$ cat src/rtl/pe_ctrl_pkg.sv
// Shared state encoding and latency defaults for the PE vector sequencer.
// The default output latency follows the adder tree depth plus the MAC flush.
package pe_ctrl_pkg;

    typedef enum logic [2:0] {
        IDLE,
        LOAD_W,
        COMPUTE,
        FLUSH,
        DRAIN,
        DONE
    } state_e;

    localparam int NUM_OF_CHANNEL = 32;
    localparam int DEF_OUT_LAT    = $clog2(NUM_OF_CHANNEL) + 1;

endpackage

$ cat src/rtl/valid_delay_line.sv
// 1-bit valid shift register that tracks flushed outputs through the adder tree.
// pending is high while a valid is in flight and has not yet reached the tail.
module valid_delay_line #(
    parameter int DEPTH = 6
) (
    input  logic clk,
    input  logic rstN,
    input  logic push,
    output logic tail,
    output logic pending
);

    logic [DEPTH-1:0] sr;

    generate
        if (DEPTH == 1) begin : g_one
            always_ff @(posedge clk or negedge rstN) begin
                if (!rstN) sr <= '0;
                else       sr <= push;
            end
            assign pending = 1'b0;
        end else begin : g_many
            always_ff @(posedge clk or negedge rstN) begin
                if (!rstN) sr <= '0;
                else       sr <= {sr[DEPTH-2:0], push};
            end
            assign pending = |sr[DEPTH-2:0];
        end
    endgenerate

    assign tail = sr[DEPTH-1];

endmodule

$ cat src/rtl/pe_vector_ctrl.sv
// Sequencer for one channel-parallel PE vector: weight load, iact streaming,
// MAC flush and output-valid tracking through the adder tree.
module pe_vector_ctrl
    import pe_ctrl_pkg::*;
#(
    parameter int WEIGHTS_ADDR_BITWIDTH = 4,
    parameter int OUT_CNT_BITWIDTH      = 16,
    parameter int OUT_LAT               = DEF_OUT_LAT
) (
    input  logic                             clk,
    input  logic                             rstN,
    input  logic                             start,
    input  logic                             cfg_reload_wght,
    input  logic [WEIGHTS_ADDR_BITWIDTH-1:0] cfg_k_len_m1,
    input  logic [OUT_CNT_BITWIDTH-1:0]      cfg_num_out_m1,
    input  logic                             wght_valid,
    output logic                             wght_ready,
    input  logic                             iact_valid,
    output logic                             iact_ready,
    output logic                             en_regfile_wght,
    output logic                             we_regfile_wght,
    output logic [WEIGHTS_ADDR_BITWIDTH-1:0] wr_addr_wght,
    output logic [WEIGHTS_ADDR_BITWIDTH-1:0] rd_addr_wght,
    output logic                             en_MAC_din,
    output logic                             en_MAC_dout,
    output logic                             oact_valid,
    output logic                             busy,
    output logic                             done
);

    localparam int W = WEIGHTS_ADDR_BITWIDTH;
    localparam int O = OUT_CNT_BITWIDTH;

    state_e         state, state_d;
    logic [W-1:0]   w_q, w_d;
    logic [W-1:0]   k_q, k_d;
    logic [O-1:0]   o_q, o_d;
    logic [W-1:0]   k_len_q;
    logic [O-1:0]   num_out_q;
    logic           push;
    logic           tail;
    logic           pending;

    always_ff @(posedge clk or negedge rstN) begin
        if (!rstN) begin
            state     <= IDLE;
            w_q       <= '0;
            k_q       <= '0;
            o_q       <= '0;
            k_len_q   <= '0;
            num_out_q <= '0;
        end else begin
            state <= state_d;
            w_q   <= w_d;
            k_q   <= k_d;
            o_q   <= o_d;
            if (state == IDLE && start) begin
                k_len_q   <= cfg_k_len_m1;
                num_out_q <= cfg_num_out_m1;
            end
        end
    end

    always_comb begin
        state_d         = state;
        w_d             = w_q;
        k_d             = k_q;
        o_d             = o_q;
        wght_ready      = 1'b0;
        iact_ready      = 1'b0;
        en_regfile_wght = 1'b0;
        we_regfile_wght = 1'b0;
        en_MAC_din      = 1'b0;
        en_MAC_dout     = 1'b0;
        push            = 1'b0;
        done            = 1'b0;
        busy            = 1'b1;
        unique case (state)
            IDLE: begin
                busy = 1'b0;
                if (start) begin
                    state_d = cfg_reload_wght ? LOAD_W : COMPUTE;
                    w_d     = '0;
                    k_d     = '0;
                    o_d     = '0;
                end
            end
            LOAD_W: begin
                wght_ready = 1'b1;
                if (wght_valid) begin
                    en_regfile_wght = 1'b1;
                    we_regfile_wght = 1'b1;
                    if (w_q == k_len_q) begin
                        w_d     = '0;
                        state_d = COMPUTE;
                    end else begin
                        w_d = w_q + 1'b1;
                    end
                end
            end
            COMPUTE: begin
                iact_ready = 1'b1;
                if (iact_valid) begin
                    en_regfile_wght = 1'b1;
                    en_MAC_din      = 1'b1;
                    if (k_q == k_len_q) begin
                        k_d     = '0;
                        state_d = FLUSH;
                    end else begin
                        k_d = k_q + 1'b1;
                    end
                end
            end
            FLUSH: begin
                en_MAC_dout = 1'b1;
                push        = 1'b1;
                if (o_q == num_out_q) begin
                    state_d = DRAIN;
                end else begin
                    o_d     = o_q + 1'b1;
                    state_d = COMPUTE;
                end
            end
            // Leave once only the tail bit can still be set, so done
            // lands on the cycle right after the last oact_valid.
            DRAIN: begin
                if (!pending) state_d = DONE;
            end
            DONE: begin
                done    = 1'b1;
                state_d = IDLE;
            end
            default: state_d = IDLE;
        endcase
    end

    valid_delay_line #(
        .DEPTH(OUT_LAT)
    ) u_dly (
        .clk    (clk),
        .rstN   (rstN),
        .push   (push),
        .tail   (tail),
        .pending(pending)
    );

    assign oact_valid   = tail;
    assign rd_addr_wght = k_q;
    assign wr_addr_wght = w_q;

endmodule

$ cat config.mk
export PLATFORM = sky130hd
export DESIGN_NAME = pe_vector_ctrl
export DESIGN_NICKNAME = d
export VERILOG_FILES = /design/src/rtl/pe_ctrl_pkg.sv /design/src/rtl/valid_delay_line.sv /design/src/rtl/pe_vector_ctrl.sv
export SDC_FILE = /design/constraint.sdc
export NUM_CORES = 1
export LEC_CHECK = 0
export CAP_MARGIN = 20
export CORE_ASPECT_RATIO = 1.2
export CORE_UTILIZATION = 40
export CTS_BUF_LIST = sky130_fd_sc_hd__clkbuf_2
export DETAILED_ROUTE_END_ITERATION = 10
export GPL_ROUTABILITY_DRIVEN = 0
export GPL_TIMING_DRIVEN = 1
export PLACE_DENSITY = 0.7
export SLEW_MARGIN = 10
export SYNTH_ARGS = -nofsm -noshare
export SYNTH_HDL_FRONTEND = slang
export SYNTH_SLANG_ARGS = --single-unit
$ cat constraint.sdc
create_clock -name clk -period 2.4 [get_ports clk]
set_input_delay 0.24 -clock clk [delete_from_list [all_inputs] [get_ports clk]]
set_output_delay 0.24 -clock clk [all_outputs]
set_load 0.05 [all_outputs]
==> results.ini, run 1 <==
[timing]
setup_viol=0
clock_skew_ns=0.0318
drv_slew=0
rsz0062_at_grt=no
fmax_mhz=467
holdWs_ns=0.0845
setup_ws_ns=0.259
period_minus_slack_ns=2.14
tightest_slew_ns=0.549
finalSetupTns_ns=0
post-route-period-util=0.892
maxSlewHeadroom=0.630
finalHoldViolations=0

[critical_path]
max_stage_delay_ns=0.58
r2r-start=state[0]
critPathLaunch=state[1]
timing.rr.end=o_q[7]
crit_fanout=13
worstSetupEndpoint=en_MAC_din
r2r_slack_ns=0.46
end_kind=primary output
cp_cell_sequence=nor3b_2 > nand2_1 > inv_1 > buf_4
criticalPathCategory=flip-flop to primary output
required_ns=2.16
cp.arrival_ns=1.90
ff2ff_path_depth=5
worst_setup_path_start_kind=flip-flop
cp_slowest_cell=dfrtp_2

[finish]
nets=368
area_delta_synth_final_pct=23.2
fillers=632
drive_gt1_frac=0.103
seq_area_mm2=0.00133
antenna_cells=0
multiInputGateArea_mm2=0.00134

[floorplan]
io_pins=43
die_w_um=77.7
num_rows=32
fp.dieH_um=92.8
start_util=0.421
dieArea_mm2=0.00721
core-area_mm2=0.00653

[synth]
synth_area_mm2=0.00275
syn_avg_cell_area_um2=9.29
ys.flop_type=dfrtp_1
yosysWarnings=0
synth_edf_count=0
yosys-top-cells-area=dfrtp_1, nand2_1, xnor2_1
ys_seq_area_frac=0.482
async_flop_share=1.00
synthCells=296
ys_ff_latch=53
syn-num-nets=325
yosysTopAreaCell=dfrtp_1
synth.most_common_cell=nand2_1
synth_common_cells=nand2_1, dfrtp_1, xnor2_1
synth_cell_types=38
synth_top_area_share=0.482

[global_route]
grt_pass1_wl_um=9820
grt_overflow_total=0
grt_pass1_vias=2068
antenna_found_initial=0
grt_max_degree=47
grtUsageTotal=0.175

[place]
pre_cts_slack_ns=0.406
place.port_buffers=42
hpwl_um=4060

[cts]
worstSkewPairLatency_ns=0.46
htree_levels=2
clock_sinks=53
clk_path_buf_depth=2
cts_buffers=5
clock-root-buffer=clkbuf_2
post_cts_buffers=0
cts_tree=yes
clk_pin_slew_ns=0.29

[routing]
viasPerCell=5.09
drt_iter0_drc=94
vias=2162
routedWlPerCell_um=13.3
drt_pass1_iterations=4
drc=0
route.final.wire_length_um=5650
postRouteAntennaNets=0

[pwr]
switching_share=0.419
p_comb_frac=0.420
clockPowerShare=0.155
net-switching-power_uw=1540
pwr_density_cell_mw_per_mm2=1090
p_leak_uw=0.00151
p_int_uw=2140
p_seq_frac=0.425
ir_drop_v=0.000449

[flow_run]
cap_violations=0

[worst_hold_path]
hold_class=input pin to async pin

[run_status]
status=finished, final reports clean

-- layout by cell type, fill, tap and decap left out, types with 3 or more instances in the layout --
cell type	instances
nand2_1	86
dfrtp_1	51
clkdlybuf4s50_1	33
xnor2_1	16
o21ai_0	14
nand3_1	11
buf_4	11
mux2i_1	10
nor2_1	9
inv_1	8
nor3_1	8
xor2_1	8
nand4_1	7
a21oi_1	7
or3_1	6
clkbuf_2	5
nand2b_1	4
o311ai_0	4
or4_1	3
mux2_2	3
ha_1	3
dlygate4sd2_1	3
-- what timing repair did --
action                                  CTS  global route
hold endpoints to repair                 53             0
pin swaps                                 0             0
resized for setup                         4             1
hold buffers                              1             0
endpoints found under the setup margin    3             1
-- area by class of cell --
class,count,share of cell area
clock buffer,5,0.00739
sequential,53,0.392
multi-input combinational,220,0.395
inverter,8,0.00886
timing repair buffer,51,0.146
tap,85,0.0314
clock inverter,3,0.0192
-- worst min path at each step --
stage,endpoint,depth (start not counted)
after global placement,wr_addr_wght[2],1
after floorplan,k_len_q[0],0
after global routing,wr_addr_wght[0],2
final,wr_addr_wght[2],2
after CTS,u_dly.sr[5],2
after detailed placement,wr_addr_wght[2],1
-- critical path, delay by kind of cell (launching register included) --
family | cells | cell delay [ns]
AND/OR/NAND/NOR | 2 | 0.55
flip-flops | 1 | 0.58
buffers and inverters | 2 | 0.30
-- sequential cells by signal, indices dropped and copies added, names as in the netlist --
register,flops
state,3
num_out_q,16
o_q,16
rd_addr_wght,4
u_dly.sr,6
wr_addr_wght,4
k_len_q,4
-- logic make-up after synthesis --
group | Yosys count | share of synthesized area
and+or+nand+nor | 146 | 0.260
DFF | 53 | 0.482
AOI/OAI and AO/OA | 34 | 0.0819
xor gates and xnor gates | 24 | 0.0764
buffers and inverters | 23 | 0.0368
muxes | 13 | 0.0487
adders and majority gates | 3 | 0.0137
-- power groups by stage --
stage                     Combinational (µW)  Clock [µW]  Sequential, µW
final                                   1540         571            1560
after global routing                    1710         620            1620
after CTS                               1570         588            1560
after detailed placement                1570           0            1580
after global placement                  1530           0            1560
after floorplan                         1060           0            1590
-- stage by stage --
step / area [µm²] / total power, µW / util / instances
final: 3390 / 3680 / 0.519 / 425
after global placement: 3290 / 3090 / 0.504 / 416
after CTS: 3390 / 3720 / 0.519 / 425
after detailed placement: 3290 / 3150 / 0.504 / 416
after floorplan: 2760 / 2650 / - / 296
after global routing: 3390 / 3950 / 0.519 / 425
-- layer usage --
metal / vias to the layer above / track usage / routed length [µm]
li1: 1091 / - / -
met1: 1015 / 0.221 / 2600
met2: 50 / 0.302 / 2760
met3: 6 / 0.0384 / 225
met4: 0 / 0.0425 / 61
met5: - / 0 / 0
Power figures use the tool's default switching activity.
==> run 2, diff against run 1 <==
--- a/config.mk
+++ b/config.mk
@@ -5,14 +5,14 @@
 export SDC_FILE = /design/constraint.sdc
 export NUM_CORES = 1
 export LEC_CHECK = 0
-export CAP_MARGIN = 20
+export CAP_MARGIN = 10
 export CORE_ASPECT_RATIO = 1.2
-export CORE_UTILIZATION = 40
+export CORE_UTILIZATION = 25
 export CTS_BUF_LIST = sky130_fd_sc_hd__clkbuf_2
 export DETAILED_ROUTE_END_ITERATION = 10
 export GPL_ROUTABILITY_DRIVEN = 0
 export GPL_TIMING_DRIVEN = 1
-export PLACE_DENSITY = 0.7
+export PLACE_DENSITY = 0.51
 export SLEW_MARGIN = 10
 export SYNTH_ARGS = -nofsm -noshare
 export SYNTH_HDL_FRONTEND = slang
==> run 2 against run 1 <==
The run now ends with design-rule violations left. Critical path depth down 1. Critical path type unchanged. Cell area increased by 0.48%. Via count down 2.0%. Routed wire length up 9.2%. Global-route usage fell by 5.7 points. First-iteration DRC count decreased by 29%.
==> results.ini, run 2 (synthesized netlist as in run 1, its figures left out) <==
[timing]
fmax_mhz=445
post-route-period-util=0.936
clock_skew_ns=0.0245
setup_viol=0
drv_slew=0
period_minus_slack_ns=2.25
tightest_slew_ns=0.688
finalSetupTns_ns=0
maxSlewHeadroom=0.541
finalHoldViolations=0
rsz0062_at_grt=no

[pwr]
p_total_uw=3580
p_seq_frac=0.432
p_leak_uw=0.00149
p_comb_frac=0.436
p_int_uw=2030
ir_drop_v=0.000381
net-switching-power_uw=1550
pwr_density_cell_mw_per_mm2=1050
switching_share=0.433
clockPowerShare=0.132

[floorplan]
io_pins=43
num_rows=41
dieArea_mm2=0.0114
die_w_um=97.7
core-area_mm2=0.0106
start_util=0.259
fp.dieH_um=117

[cts]
clk_pin_slew_ns=0.29
cts_tree=yes
clk_path_buf_depth=2
clock-root-buffer=clkbuf_2
clock_sinks=53
htree_levels=2
worstSkewPairLatency_ns=0.45
post_cts_buffers=0
cts_buffers=5

[global_route]
grt_overflow_total=0
grt_pass1_wl_um=10700
grt_max_degree=54
grtUsageTotal=0.117
antenna_found_initial=0
grt_pass1_vias=2207

[place]
place.port_buffers=42
hpwl_um=4430
dpl.cell_count=460
dpl_cell_area_mm2=0.00333

[finish]
reg.largest.list=num_out_q (16), o_q (16), u_dly.sr (6)
final_util=0.321
mostFrequentLayoutCells=nand2_1, dfrtp_1, clkdlybuf4s50_1
nets=368
instances_no_fill=469
design_area_mm2=0.00340
drive_gt1_frac=0.0941
final_common_cell=nand2_1
fillers=1127
area_delta_synth_final_pct=23.8
antenna_cells=0

[worst_hold_path]
hold_class=input pin to flip-flop

[routing]
wl_met3_um=223
postRouteAntennaNets=0
routedWlPerCell_um=13.1
viasPerCell=4.52
route.final.wire_length_um=6170
wl_met2_um=2820
drt_pass1_iterations=7
wl_met1_um=3020
vias=2119
drt_iter0_drc=67
routed.top_layer=met4
drc=10

[run_status]
violations=design-rule violations
status=finished with violations

[critical_path]
required_ns=2.16
worst_setup_path_start_kind=flip-flop
cp.arrival_ns=2.01
criticalPathCategory=flip-flop to primary output
crit_fanout=11
end_kind=primary output

[flow_run]
cap_violations=0

run 2: cell count changes in the layout (fill, tap and decap cells not counted):
cell	previous run	this run
buf_4	11	12
clkinv_1	0	1
dfrtp_1	51	53
clkinvlp_4	0	1
buf_12	2	1
dfrtp_2	2	0
bufinv_16	2	1
clkinv_2	1	0
run 2: stage by stage:
step                hold slack (ns)  setup slack, ns
detailed placement            0.356            0.295
global placement              0.359            0.391
CTS                           0.246            0.135
floorplan                   -0.0556            0.101
global route                  0.234          0.00484
finish                        0.267            0.153
run 2: critical path: stages, from the launching register on:
cell           delay, ns
dfrtp_1             0.57
buf_4               0.21
or3_1               0.35
dlygate4sd2_1       0.43
run 2: worst paths after layout:
check	cells past startpoint	start	endpoint	slack, ns
min	3	cfg_num_out_m1[2]	num_out_q[2]	0.27
max in group asynchronous	3	rstN	k_len_q[0]	1.54
min reg2reg	0	u_dly.sr[1]	u_dly.sr[2]	0.41
max	3	state[0]	busy	0.15
max reg2reg	4	state[0]	o_q[7]	0.23
min in group asynchronous	3	rstN	wr_addr_wght[2]	0.39
run 2: repair_timing:
item	CTS	global route
endpoints found under the hold margin	53	0
endpoints found under the setup margin	3	0
resized for setup	3	0
hold buffers	1	0
run 2: layer usage:
metal  global-route usage  vias up
met5                    0        -
met4               0.0364        0
met3               0.0226        8
met1                0.154      981
li1                     -     1087
met2                0.197       43
run 2: cell type report:
cell class              instances  area (µm²)  area share
multi-input cells             220        1340       0.393
flip-flops and latches         53        1330       0.390
clock inverters                 3        41.3      0.0121
inverters                       8        30.0     0.00882
clock buffers                   5        25.0     0.00735
repair buffers                 51         482       0.141
well taps                     129         161      0.0474
run 2: power groups by stage:
stage,clock network (µW),logic [µW],registers (µW)
after floorplan,0,1060,1590
after global placement,0,1570,1560
after detailed placement,0,1580,1580
after CTS,489,1590,1550
after global routing,518,1740,1600
final,472,1560,1550
